<file path="src/rtl/circle_raster.sv">
// circle_raster: per-scanline half-width lookup and per-pixel inside-circle flag
// for the video test-pattern generator.
module circle_raster #(
    parameter int XW = 9,
    parameter int YW = 9
) (
    input  logic          clk,
    input  logic          rst_n,
    input  logic          enable,
    input  logic          line_start,
    input  logic [YW-1:0] vcount,
    input  logic [XW-1:0] hcount,
    input  logic          pix_stb,
    input  logic [XW-1:0] cx,
    input  logic [YW-1:0] cy,
    output logic [4:0]    lut_addr,
    input  logic [4:0]    lut_data,
    output logic          busy,
    output logic          pix_on
);
    typedef enum logic [1:0] {IDLE, CALC, LOOKUP, RUN} state_t;
    state_t        state;
    logic [YW-1:0] vlat;
    logic [4:0]    hw;
    logic          line_ok;
    logic [YW:0]   vx, cyx, dy;
    logic [XW:0]   hx, cxx, dx;
    // Distances are taken one bit wider so the subtraction never wraps.
    always_comb begin
        vx  = {1'b0, vlat};
        cyx = {1'b0, cy};
        hx  = {1'b0, hcount};
        cxx = {1'b0, cx};
        dy  = vx >= cyx ? vx - cyx : cyx - vx;
        dx  = hx >= cxx ? hx - cxx : cxx - hx;
    end
    always_ff @(posedge clk or negedge rst_n) begin
        if (!rst_n) begin
            state    <= IDLE;
            vlat     <= '0;
            hw       <= '0;
            line_ok  <= 1'b0;
            lut_addr <= 5'h1F;
            busy     <= 1'b0;
            pix_on   <= 1'b0;
        end else if (!enable) begin
            state    <= IDLE;
            line_ok  <= 1'b0;
            lut_addr <= 5'h1F;
            busy     <= 1'b0;
            pix_on   <= 1'b0;
        end else begin
            if (pix_stb)
                pix_on <= (state == RUN) && line_ok && (dx < (XW+1)'(hw));
            if (line_start) begin
                state <= CALC;
                vlat  <= vcount;
                busy  <= 1'b1;
            end else begin
                case (state)
                    CALC: begin
                        line_ok  <= dy <= (YW+1)'(30);
                        lut_addr <= dy <= (YW+1)'(30) ? 5'd30 - dy[4:0] : 5'h1F;
                        state    <= LOOKUP;
                    end
                    LOOKUP: begin
                        hw    <= line_ok ? lut_data : 5'd0;
                        state <= RUN;
                        busy  <= 1'b0;
                    end
                    default: ;
                endcase
            end
        end
    end
endmodule

</file>
<file path="config.mk">
export PLATFORM = sky130hd
export DESIGN_NAME = circle_raster
export DESIGN_NICKNAME = d
export VERILOG_FILES = /design/src/rtl/circle_raster.sv
export SDC_FILE = /design/constraint.sdc
export NUM_CORES = 1
export LEC_CHECK = 0
export ABC_AREA = 1
export CAP_MARGIN = 20
export CORE_UTILIZATION = 52
export CTS_CLUSTER_SIZE = 40
export DETAILED_ROUTE_END_ITERATION = 6
export GPL_TIMING_DRIVEN = 0
export HOLD_SLACK_MARGIN = 0.05
export PLACE_DENSITY = 0.83
export SLEW_MARGIN = 5
export SYNTH_ARGS = -nofsm -noshare
export SYNTH_HDL_FRONTEND = slang
export SYNTH_SLANG_ARGS = --single-unit
</file>
<file path="constraint.sdc">
create_clock -name clk -period 4.5 [get_ports clk]
set_input_delay 1.125 -clock clk [delete_from_list [all_inputs] [get_ports clk]]
set_output_delay 1.125 -clock clk [all_outputs]
set_load 0.01 [all_outputs]
</file>
==> results.yml, run 1 <==
clock_tree:
  cts_buffers: 3
  clk_pin_slew_ns: 0.09
  cts_tree: "built"
  root_buffer: "clkbuf_8"
  cts_sinks: 24
  hold_buffers: 0
  clock_latency_ns: 0.27
  cts_resized: 0
  cts_setup_buffers: 0
  htree_levels: 1
  clockBufferDepth: 2
yosys:
  synth_compound_area_frac: 0.1168
  ys_warn_count: 0
  yosysSeqAreaShare: 0.1907
  synth_common_cells: "nand2_1, inv_1, nor2_1"
  netlist_area_um2: 3182
  synthFlopType: "dfrtp_1"
  async_flop_share: 1.000
  syn-num-nets: 599
  postSynthCellCount: 504
  synth_top_family_by_area: "simple AND/OR/NAND/NOR gates"
  synth_fa_ha_area_frac: 0.2021
  synth.avg_cell_area_um2: 6.313
  synth-seq-cells: 24
  synth_xor_area_frac: 0.03578
  muxShareOfSynthArea: 0.003539
  yosys.area.top_type: "ha_1"
  synth_area_leaders: "ha_1, nand2_1, dfrtp_1, inv_1, nand3_1"
  yosysUniqueCellTypes: 36
  synth-simple-area-share: 0.3228
  synth_edf_count: 0
  synth_top_area_share: 0.1770
  post-synth-top-count-cell: "nand2_1"
place:
  placed_area_um2: 3796
  dp_hpwl_um: 6306
  gp_congestion: 0.8769
  numPortBuffers: 52
routing:
  wl_met1_um: 3171
  drtIter0Drc: 119
  drt-total-wl_um: 7401
  wl_met2_um: 3910
  drtAntennaViolNets: 0
  drc: 0
  vias: 3238
  via_per_inst: 5.091
  top_layer: "met4"
  wl_met3_um: 200
  wl_per_cell_um: 11.64
  drt_first_pass_iters: 5
worst_setup_path:
  cp-startpoint: "hcount[0]"
  cp_max_fo: 6
  path_class: "input pin to flip-flop"
  worst_r2r_path_depth: 16
  crit_required_ns: 4.69
  start_kind: "input pin"
  critPathArrivalTime_ns: 4.10
  crit_path_end_kind: "flip-flop"
  r2r_slack_ns: 1.74
  cp-endpoint: "pix_on"
  worstReg2RegStart: "vlat[5]"
  reg2reg_to: "lut_addr[4]"
power_and_ir_drop:
  power.internal_mw: 0.5816
  power_frac_seq: 0.251
  power_density_nw_per_um2: 256.3
  switchingPower_mw: 0.4169
  peakVddDrop_mv: 0.1895
  clockPowerShare: 0.192
  total_leakage_power_nw: 2.150
  combPwrFrac: 0.557
  sw_frac_of_total: 0.4175
timing:
  clock.fmax_mhz: 256.1
  fin_skew_ns: 0.008938
  hold_viol_final: 0
  slew_headroom: 0.6900
  maxSlewViolCount: 0
  tightestPinTransition_ns: 0.4633
  setup_viol: 0
  fin_setup_tns_ns: 0
  rsz0062_at_grt: "no"
  timing.final.crit_period_ns: 3.904
  fin_crit_sh: 0.8676
grt:
  antenna_found_initial: 0
  grt_max_degree: 25
  grt_pass1_vias: 3153
  grt_first_pass_wirelength_um: 12690
  grt_usage: 0.2450
  grt_overflow: 0
layout:
  drive_above_1_share: 0.05348
  design_area_um2: 3895
  syn_to_final_growth_pct: 22.41
  antenna_cells: 0
  final_nets: 657
floorplanning:
  die_area_um2: 6436
  die_h_um: 80.23
  core_um2: 5921
  rows: 28
  ios: 53
  start_util: 0.5374
  die_width_um: 80.23
min_path:
  min-delay-start: "lut_addr[0]"
  hold_path_class: "flip-flop to flip-flop"
outcome:
  status: "complete, no violations"
run:
  drv_cap: 0
==> how the worst min path moves through the flow <==
| stage | endpoint | slack (ns) | cells past startpoint |
|---|---|---|---|
| floorplan | hw[0] | 0.47 | 2 |
| global placement | busy | 0.49 | 2 |
| detailed placement | lut_addr[0] | 0.50 | 2 |
| CTS | lut_addr[0] | 0.51 | 2 |
| global route | lut_addr[4] | 0.53 | 2 |
| finish | lut_addr[0] | 0.51 | 2 |
==> layer usage <==
layer | track usage | vias up
li1 | - | 1687
met1 | 0.2854 | 1471
met2 | 0.4718 | 72
met3 | 0.01364 | 8
met4 | 0.07857 | 0
met5 | 0 | -
==> logic make-up (layout without fill, tap and decap cells) <==
family / after synthesis / after routing
compound gates: 67 / 67
xor+xnor: 13 / 13
fa+ha+maj: 49 / 49
buf+inv: 105 / 162
flops: 24 / 24
mux: 1 / 1
simple gates: 245 / 245
==> state kept, by name, indices dropped and copies added, names as in the netlist <==
register  count
busy          1
hw            5
line_ok       1
lut_addr      5
pix_on        1
state         2
vlat          9
==> per-stage QoR <==
step / util / std cells / hold slack, ns / total power [mW] / setup slack [ns]
after CTS: 0.6532 / 635 / 0.5120 / 0.9968 / 0.6110
after detailed placement: 0.6412 / 631 / 0.4987 / 0.8028 / 0.3255
after floorplan: - / 504 / 0.4704 / 0.6555 / 1.105
final: 0.6579 / 636 / 0.5113 / 0.9984 / 0.5959
after global routing: 0.6579 / 636 / 0.5321 / 1.097 / 0.3773
after global placement: 0.6412 / 631 / 0.4852 / 0.7834 / 0.3928
==> cells in the final DEF, fill, tap and decap left out, drive strengths merged, types with 5 or more instances in the layout <==
master         instances
inv                   99
dfstp                  5
xor2                  10
a21oi                 34
nand3                 39
ha                    45
nor2                  51
buf                    5
nand2                149
o21ai                 21
dfrtp                 19
clkdlybuf4s50         52
clkbuf                 5
==> cell type report <==
type,count,area (um2)
Tap cell,75,93.84
Clock buffer,3,41.29
Fill cell,543,2026
Sequential cell,24,606.8
Inverter,99,371.6
Clock inverter,1,30.03
Multi-Input combinational cell,375,2167
Timing Repair Buffer,53,548.0
Buffer,6,36.28
==> power groups by stage <==
stage                     logic (mW)  clock network, mW  registers [mW]
after CTS                      0.551              0.195           0.251
after global routing           0.639              0.205           0.253
final                          0.556              0.192           0.251
after global placement         0.530                  0           0.253
after floorplan                0.403                  0           0.253
after detailed placement       0.548                  0           0.255
==> critical path, cell delays in order <==
cell and delay, ns:
clkdlybuf4s50_1 0.43, inv_1 0.07, ha_1 0.16, inv_1 0.06, fa_1 0.40, nand2_1 0.12, nand2_1 0.08, nand2_1 0.07
nand2_1 0.06, nand2_1 0.13, nand2_1 0.15, mux2_2 0.31, ha_1 0.27, a21oi_1 0.14, o211ai_1 0.09, a211oi_1 0.23
nand2_1 0.08, a21oi_1 0.12
Power figures use the tool's default switching activity.
==> inputs of run 2 (changes only) <==
Settings changed: CORE_UTILIZATION 52 to 50, GPL_ROUTABILITY_DRIVEN from default to 0, PLACE_DENSITY 0.83 to 0.79.
Clock period 4.5 ns to 3.43 ns, I/O delays scaled along.
==> results.yml, run 2 (same netlist as run 1, synthesis figures left out) <==
worst_setup_path:
  path_class: "input pin to flip-flop"
  cp_common_cell: "nand2_1"
  start_kind: "input pin"
  path_cells: "clkdlybuf4s50_1, inv_1, ha_4, nand2_2, nor2_4, nand2_1, nand2_2, nand2_4, buf_4, nand3_1, nand2_1, xnor2_1, inv_1, ha_1, nand2_1, o211ai_1, a211oi_1, nand2_1, a21oi_2"
  cp_slowest_cell: "clkdlybuf4s50_1"
  crit_path_max_incr_delay_ns: 0.49
  cp_max_fo: 4
  critPathArrivalTime_ns: 3.56
  crit_required_ns: 3.63
  crit_path_end_kind: "flip-flop"
floorplanning:
  ios: 53
  die_h_um: 81.77
  rows: 28
  core_um2: 6026
  die_area_um2: 6686
  die_width_um: 81.77
  start_util: 0.5280
timing:
  clock.fmax_mhz: 297.3
  fin_crit_sh: 0.9807
  layout_setup_ws_ns: 0.06619
  tightestPinTransition_ns: 0.4682
  setup_viol: 0
  finalHoldWorstSlack_ns: 0.5065
  timing.final.crit_period_ns: 3.364
  maxSlewViolCount: 0
  slew_headroom: 0.6878
  hold_viol_final: 0
  fin_skew_ns: 0.007928
layout:
  final_nets: 675
  top_regs: "vlat (9), hw (5), lut_addr (5)"
  drive_above_1_share: 0.1330
  final_cell_mix: "nand2_1, inv_1, nor2_1"
  top_register: "vlat"
  n_fill_cell: 504
  final-instance-count-excl-fill: 654
  syn_to_final_growth_pct: 33.70
  largest_register_ffs: 9
  final_common_cell: "nand2_1"
  antenna_cells: 0
clock_tree:
  clockBufferDepth: 2
  root_buffer: "clkbuf_8"
  hold_buffers: 0
  cts_buffers: 3
  cts_sinks: 24
  clk_pin_slew_ns: 0.08
  htree_levels: 1
  cts_tree: "built"
  clock_latency_ns: 0.27
power_and_ir_drop:
  total_leakage_power_nw: 2.353
  peakVddDrop_mv: 0.1876
  power_density_nw_per_um2: 331.9
place:
  dp_slack_ns: -0.4624
  numPortBuffers: 52
  dp_hpwl_um: 6261
  placed_cells: 631
routing:
  drt-total-wl_um: 8034
  via_per_inst: 5.153
  drt_first_pass_iters: 6
  drtAntennaViolNets: 0
  wl_per_cell_um: 12.28
  vias: 3370
  drc: 0
  drtIter0Drc: 189
grt:
  grt_usage: 0.2356
  grt_overflow: 0
  grt_first_pass_wirelength_um: 12540
  antenna_found_initial: 0
  grt_pass1_vias: 3059
  grt_max_degree: 25
run:
  drv_cap: 0
outcome:
  status: "complete, no violations"
min_path:
  hold_path_class: "flip-flop to flip-flop"
[run 2: cell types whose count changed in the layout (fill, tap and decap cells not counted), sizes merged]
cell,previous run,this run
clkbuf,5,6
clkdlybuf4s50,52,41
dlymetal6s2s,0,11
buf,5,22
[run 2: path summary, 6_finish.rpt]
path	from	end	slack, ns	cells past startpoint
max	hcount[7]	pix_on	0.07	19
min	lut_addr[3]	lut_addr[3]	0.51	2
max reg2reg	vlat[0]	lut_addr[0]	0.89	17
min reg2reg	lut_addr[3]	lut_addr[3]	0.51	2
max in group asynchronous	rst_n	lut_addr[2]	2.05	2
min in group asynchronous	rst_n	busy	0.87	1
[run 2: repair_timing]
item	CTS	global route
setup endpoints to repair	6	7
pin swaps	3	19
resized for setup	15	37
endpoints found under the hold margin	0	0
buffers inserted	2	17
[run 2: through the flow]
stage	power, mW	utilization	TNS, ns	instance area [um2]
2_1_floorplan	0.8599	-	0	3182
3_3_place_gp	1.028	0.6300	-2.135	3796
3_5_place_dp	1.053	0.6300	-2.306	3796
4_1_cts	1.320	0.6586	-0.03202	3969
5_1_grt	1.539	0.7060	-0.1533	4254
6_report	1.412	0.7060	0	4254
[run 2: report_power, final]
group          internal, mW  leakage [nW]  switching, mW  total [mW]
registers             0.313         0.281         0.0155       0.329
logic                 0.354          2.04          0.480       0.834
clock network         0.156        0.0357         0.0925       0.249
total                 0.824          2.35          0.588        1.41
[run 2: area by class of cell]
type / instances / area (um2) / area share
Tap cell: 75 / 93.84 / 0.02206
Inverter: 99 / 371.6 / 0.08735
Timing Repair Buffer: 72 / 718.2 / 0.1688
Clock buffer: 3 / 41.29 / 0.009706
Multi-Input combinational cell: 375 / 2359 / 0.5544
Clock inverter: 1 / 30.03 / 0.007059
Sequential cell: 24 / 606.8 / 0.1426
Buffer: 5 / 33.78 / 0.007941
[run 2: worst max-delay path: cells and delay by family]
| family | cells | cell delay, ns |
|---|---|---|
| buffers and inverters | 4 | 0.77 |
| AND/OR/NAND/NOR | 9 | 0.70 |
| adder cells (fa/ha/maj) | 2 | 0.57 |
| AO/OA/AOI/OAI | 3 | 0.49 |
| XOR/XNOR | 1 | 0.16 |
[run 2: layer usage]
layer	track usage	up-vias	routed length, um
li1	-	1717	-
met1	0.2724	1549	3405
met2	0.4603	91	4200
met3	0.01778	13	319
met4	0.05789	0	108
met5	0	-	0
==> edit 1: new RTL, config.mk and constraints of run 1 <==
Register the input `vcount` before use. The logic sees it one clock later. The other inputs are not delayed to match.
--- a/src/rtl/circle_raster.sv
+++ b/src/rtl/circle_raster.sv
@@ -19,6 +19,13 @@
     output logic          pix_on
 );
     typedef enum logic [1:0] {IDLE, CALC, LOOKUP, RUN} state_t;
+
+    logic [YW-1:0] vcount_q;
+
+    always_ff @(posedge clk) begin
+        vcount_q <= vcount;
+    end
+
     state_t        state;
     logic [YW-1:0] vlat;
     logic [4:0]    hw;
@@ -54,7 +61,7 @@
                 pix_on <= (state == RUN) && line_ok && (dx < (XW+1)'(hw));
             if (line_start) begin
                 state <= CALC;
-                vlat  <= vcount;
+                vlat  <= vcount_q;
                 busy  <= 1'b1;
             end else begin
                 case (state)
Function: changed (a bounded check fails within 4 cycles, from zero or initial values and one cycle with rst_n low).
==> edit 1 against run 1 <==
  * The flow now finishes with violations (design-rule violations)
  * Register-to-register slack gained 190 ps
  * Sequential cell count up 9
  * Worst setup slack got worse by 120 ps
  * Power is 19% higher
  * Area after synthesis rose by 10%
  * Global-route usage decreased by 0.65 points
  * Sequential share of layout area rose by 3.0 points
  * Critical path depth rose by 5
  * Cell count grew 4.7%
  * First-iteration DRC count increased by 73%
  * Cell area grew 9.0%
  * Routed wire length grew 8.5%
  * Highest routed layer unchanged
==> edit 1: results (changes against run 1) <==
Status
Outcome: finished with violations (was finished clean). The final reports fail on design-rule violations.

Clock tree
The number of clock buffers inserted by TritonCTS is 5 (was 3). The insertion delay to the later sink of the worst-skew pair came to 290 ps (was 270 ps).

Yosys
The mux share of post-synthesis cell area was 0% (was 0.354%). The mean area per synthesized cell is 6.65 sq um (was 6.31 sq um). The sequential-to-total area share from yosys stat came to 22.4% (was 19.1%). Commonest cells in the netlist: 140 x sky130_fd_sc_hd__nand2_1, 109 x sky130_fd_sc_hd__inv_1, 45 x sky130_fd_sc_hd__ha_1 (was 147 x sky130_fd_sc_hd__nand2_1, 97 x sky130_fd_sc_hd__inv_1, 47 x sky130_fd_sc_hd__nor2_1). The synthesized-area fraction occupied by xor and xnor cells came to 2.99% (was 3.58%).

Setup path
The launch instance of the worst register-to-register path is vlat[0] (was vlat[5]). The worst reg-to-reg setup slack came to 1930 ps (was 1740 ps). The maximum fanout count along the critical path was 5 (was 6).

Place
The half-perimeter wire length of the detailed placement result is 6690 um (was 6310 um). The pre-CTS setup slack is 212 ps (was 325 ps). The final weighted congestion in routability-driven placement is 0.923 (was 0.877). The instance area at placement was 0.00413 sq mm (was 0.00380 sq mm). The number of instances in the placed design is 657 (was 631).

Timing
The highest clock rate is 249 MHz (was 256 MHz). The worst hold slack after final layout is 453 ps (was 511 ps). The relative slew slack is 63.8% (was 69.0%).

Pwr
The power density relative to cell area is 280 mW/mm^2 (was 256 mW/mm^2). The part of the power in combinational logic is 51.1% (was 55.7%). The standby leakage power is 2.33 nW (was 2.15 nW).

Cells and area
The final-stage net count is 683 (was 657).

Global route
The wire length of the first global-routing pass is 13800 um (was 12700 um). The global routing usage summed across all routing layers is 23.8% (was 24.5%). The via count of the first global-routing pass is 3249 (was 3153).

Routing
The number of remaining DRC errors came to 2 (was 0).
## edit 1: cell types whose count changed after synthesis, moves of 3 or more
cell	delta
sky130_fd_sc_hd__nand2_1	-7
sky130_fd_sc_hd__or2_2	+3
sky130_fd_sc_hd__inv_1	+12
sky130_fd_sc_hd__nor2_4	+3
sky130_fd_sc_hd__dfxtp_1	+9
sky130_fd_sc_hd__nand4_1	+7
sky130_fd_sc_hd__nor2_1	-11
sky130_fd_sc_hd__nand2_4	+3
sky130_fd_sc_hd__o21a_1	-3
sky130_fd_sc_hd__nand2_2	+9
## edit 1: layout make-up
type	instances	area, sq um
inverters	111	417
well taps	77	96.3
clock inverters	1	5.00
clock buffers	7	96.3
repair buffers	53	536
plain buffers	7	50.0
multi-input cells	377	2260
flip-flops and latches	33	787
fillers	581	2180
## edit 1: metal layers
metal	vias to the layer above	GRT usage, %	share of wire [%]
met5	-	0	0
li1	1767	-	-
met1	1517	29.2	43
met4	0	6.27	1.2
met3	8	2.26	4.6
met2	118	44.7	51
==> edit 2: new RTL, flow settings as in run 1 <==
Without the edit above. Set the parameter `XW` to 8 (it was 9).
--- a/src/rtl/circle_raster.sv
+++ b/src/rtl/circle_raster.sv
@@ -1,7 +1,7 @@
 // circle_raster: per-scanline half-width lookup and per-pixel inside-circle flag
 // for the video test-pattern generator.
 module circle_raster #(
-    parameter int XW = 9,
+    parameter int XW = 8,
     parameter int YW = 9
 ) (
     input  logic          clk,
Interface: changed (resized cx and hcount); port bits go from 53 to 51. The function was not compared with the original's and may differ.
==> edit 2 against run 1 <==
  * Sequential share of layout area rose by 0.37 points
  * Cell count fell by 0.47%
  * Routed wire length rose by 3.3%
  * Die area fell by 0.85%
  * Sequential cell count did not move
  * Synthesized cell count fell by 0.20%
  * Area after synthesis fell by 0.87%
  * Power fell by 3.8%
  * Cell area fell by 2.3%
  * Worst setup slack got worse by 160 ps
  * Critical path type unchanged
  * Largest cell class unchanged
  * Largest power group unchanged
==> edit 2: results (changes against run 1) <==
Status
Outcome: finished clean (unchanged).

Cells and area
The proportion of layout cells with a drive suffix above 1 came to 6.63% (was 5.35%). The final-stage net count is 650 (was 657). The count of placed standard cells in the final layout, fillers left out came to 633 (was 636).

Clock tree
The total number of H-tree levels is 1 (unchanged). The post-CTS setup buffer count is 0 (unchanged).

Yosys
The net count after synthesis is 594 (was 599). Commonest cells in the netlist: 137 x sky130_fd_sc_hd__nand2_1, 104 x sky130_fd_sc_hd__inv_1, 43 x sky130_fd_sc_hd__ha_1 (was 147 x sky130_fd_sc_hd__nand2_1, 97 x sky130_fd_sc_hd__inv_1, 47 x sky130_fd_sc_hd__nor2_1). The adder-cell area share of the yosys netlist is 19.6% (was 20.2%). The compound-gate portion of the synthesized area is 11.4% (was 11.7%). The post-synthesis instance total is 503 (was 504). Area contributors post-synth: sky130_fd_sc_hd__ha_1 17%, sky130_fd_sc_hd__nand2_1 16%, sky130_fd_sc_hd__dfrtp_1 15% (was sky130_fd_sc_hd__ha_1 18%, sky130_fd_sc_hd__nand2_1 17%, sky130_fd_sc_hd__dfrtp_1 15%). The count of different cell masters after synthesis is 34 (was 36). The sequential-to-total area share from yosys stat is 19.2% (was 19.1%).

Setup path
The data arrival at the endpoint of the critical path is 4270 ps (was 4100 ps). The terminus of the critical flop-to-flop path is lut_addr[3] (was lut_addr[4]). The worst reg-to-reg setup slack is 1870 ps (was 1740 ps). The length in cells of the worst reg-to-reg path is 17 (was 16). The launch instance of the worst register-to-register path is vlat[0] (was vlat[5]).

Global route
The via count of the first global-routing pass was 2999 (was 3153). The wire length of the first global-routing pass is 12600 um (was 12700 um). The routing usage on met3 is 2.86% (was 1.36%). The met2 global-route usage was 43.1% (was 47.2%). The global routing usage summed across all routing layers is 24.8% (was 24.5%). The routing usage on met1 is 31.8% (was 28.5%).

Min path
The startpoint of the worst hold path is busy (was lut_addr[0]). The worst hold endpoint is busy (was lut_addr[0]).

Routing
The sum of routed wire length over all layers is 7640 um (was 7400 um). The count of routing violations after the opening detailed-route iteration is 166 (was 119). The total vias in the final route was 3252 (was 3238).

Pwr
The standby leakage power is 2.12 nW (was 2.15 nW). The peak ir drop on the vdd network is 0.168 mV (was 0.189 mV).

Place
The final weighted congestion in routability-driven placement is 0.933 (was 0.877). The quantity of I/O buffers inserted on ports came to 50 (was 52). The half-perimeter wire length of the detailed placement result is 6430 um (was 6310 um).

Timing
The slew at the pin with the worst max-slew slack is 482 ps (was 463 ps). The max-slew violation total from the final report is 0 (unchanged).
edit 2: worst max-delay path by stage:
stage,from,end,slack (ps),cells after the start
detailed placement,hcount[2],pix_on,210,22
finish,hcount[2],pix_on,430,22
global route,hcount[2],pix_on,170,22
floorplan,hcount[2],pix_on,1090,21
global placement,hcount[6],pix_on,310,20
CTS,hcount[2],pix_on,480,22
edit 2: routing by layer:
layer,part of all wire [%],vias up
met5,0,-
met4,1.5,0
met3,4.2,11
met2,47,93
met1,47,1483
li1,-,1665
edit 2: power by group:
| part | switching [mW] | total (mW) | internal (mW) |
|---|---|---|---|
| Combinational | 0.349 | 0.571 | 0.223 |
| Sequential | 0.0128 | 0.253 | 0.240 |
| Clock | 0.0720 | 0.135 | 0.0634 |
| Total | 0.434 | 0.960 | 0.526 |
edit 2: area by class of cell:
class | count | area, sq um
well taps | 75 | 93.8
multi-input cells | 363 | 2100
flip-flops and latches | 24 | 607
inverters | 108 | 405
fillers | 549 | 2080
plain buffers | 8 | 46.3
clock buffers | 4 | 45.0
repair buffers | 51 | 512
edit 2: through the flow:
step           util, %  hold slack [ps]  power (mW)  cell area [sq um]  worst slack (ps)
6_report          64.6              515       0.960               3800               434
5_1_grt           64.6              537        1.05               3800               174
4_1_cts           64.5              516       0.953               3790               478
3_5_place_dp      63.7              494       0.818               3750               207
3_3_place_gp      63.7              496       0.797               3750               314
2_1_floorplan        -              470       0.664               3150              1090
edit 2: critical path: stages:
cell                              delay, ps
sky130_fd_sc_hd__clkdlybuf4s50_1        480
sky130_fd_sc_hd__inv_1                   50
sky130_fd_sc_hd__ha_1                   390
sky130_fd_sc_hd__nand2_1                130
sky130_fd_sc_hd__o21ai_1                260
sky130_fd_sc_hd__nand2_1                120
sky130_fd_sc_hd__nand2_1                110
sky130_fd_sc_hd__nand2_1                 60
sky130_fd_sc_hd__and3_1                 140
sky130_fd_sc_hd__buf_2                  160
sky130_fd_sc_hd__inv_2                   80
sky130_fd_sc_hd__nand2_1                 50
sky130_fd_sc_hd__nand2_1                 70
sky130_fd_sc_hd__xnor2_1                110
sky130_fd_sc_hd__inv_1                   60
sky130_fd_sc_hd__ha_1                   270
sky130_fd_sc_hd__inv_1                   50
sky130_fd_sc_hd__o21bai_1                60
sky130_fd_sc_hd__a21o_1                 150
sky130_fd_sc_hd__a21oi_1                120
sky130_fd_sc_hd__nand2_1                 80
sky130_fd_sc_hd__a21oi_1                140
edit 2: kinds of logic (layout without fill, tap and decap cells):
kind of cell,count (synthesis),count (layout)
AO/OA/AOI/OAI,68,68
XOR/XNOR,10,10
adder cells (fa/ha/maj),47,47
buffers and inverters,116,171
flip-flops,24,24
AND/OR/NAND/NOR,238,238
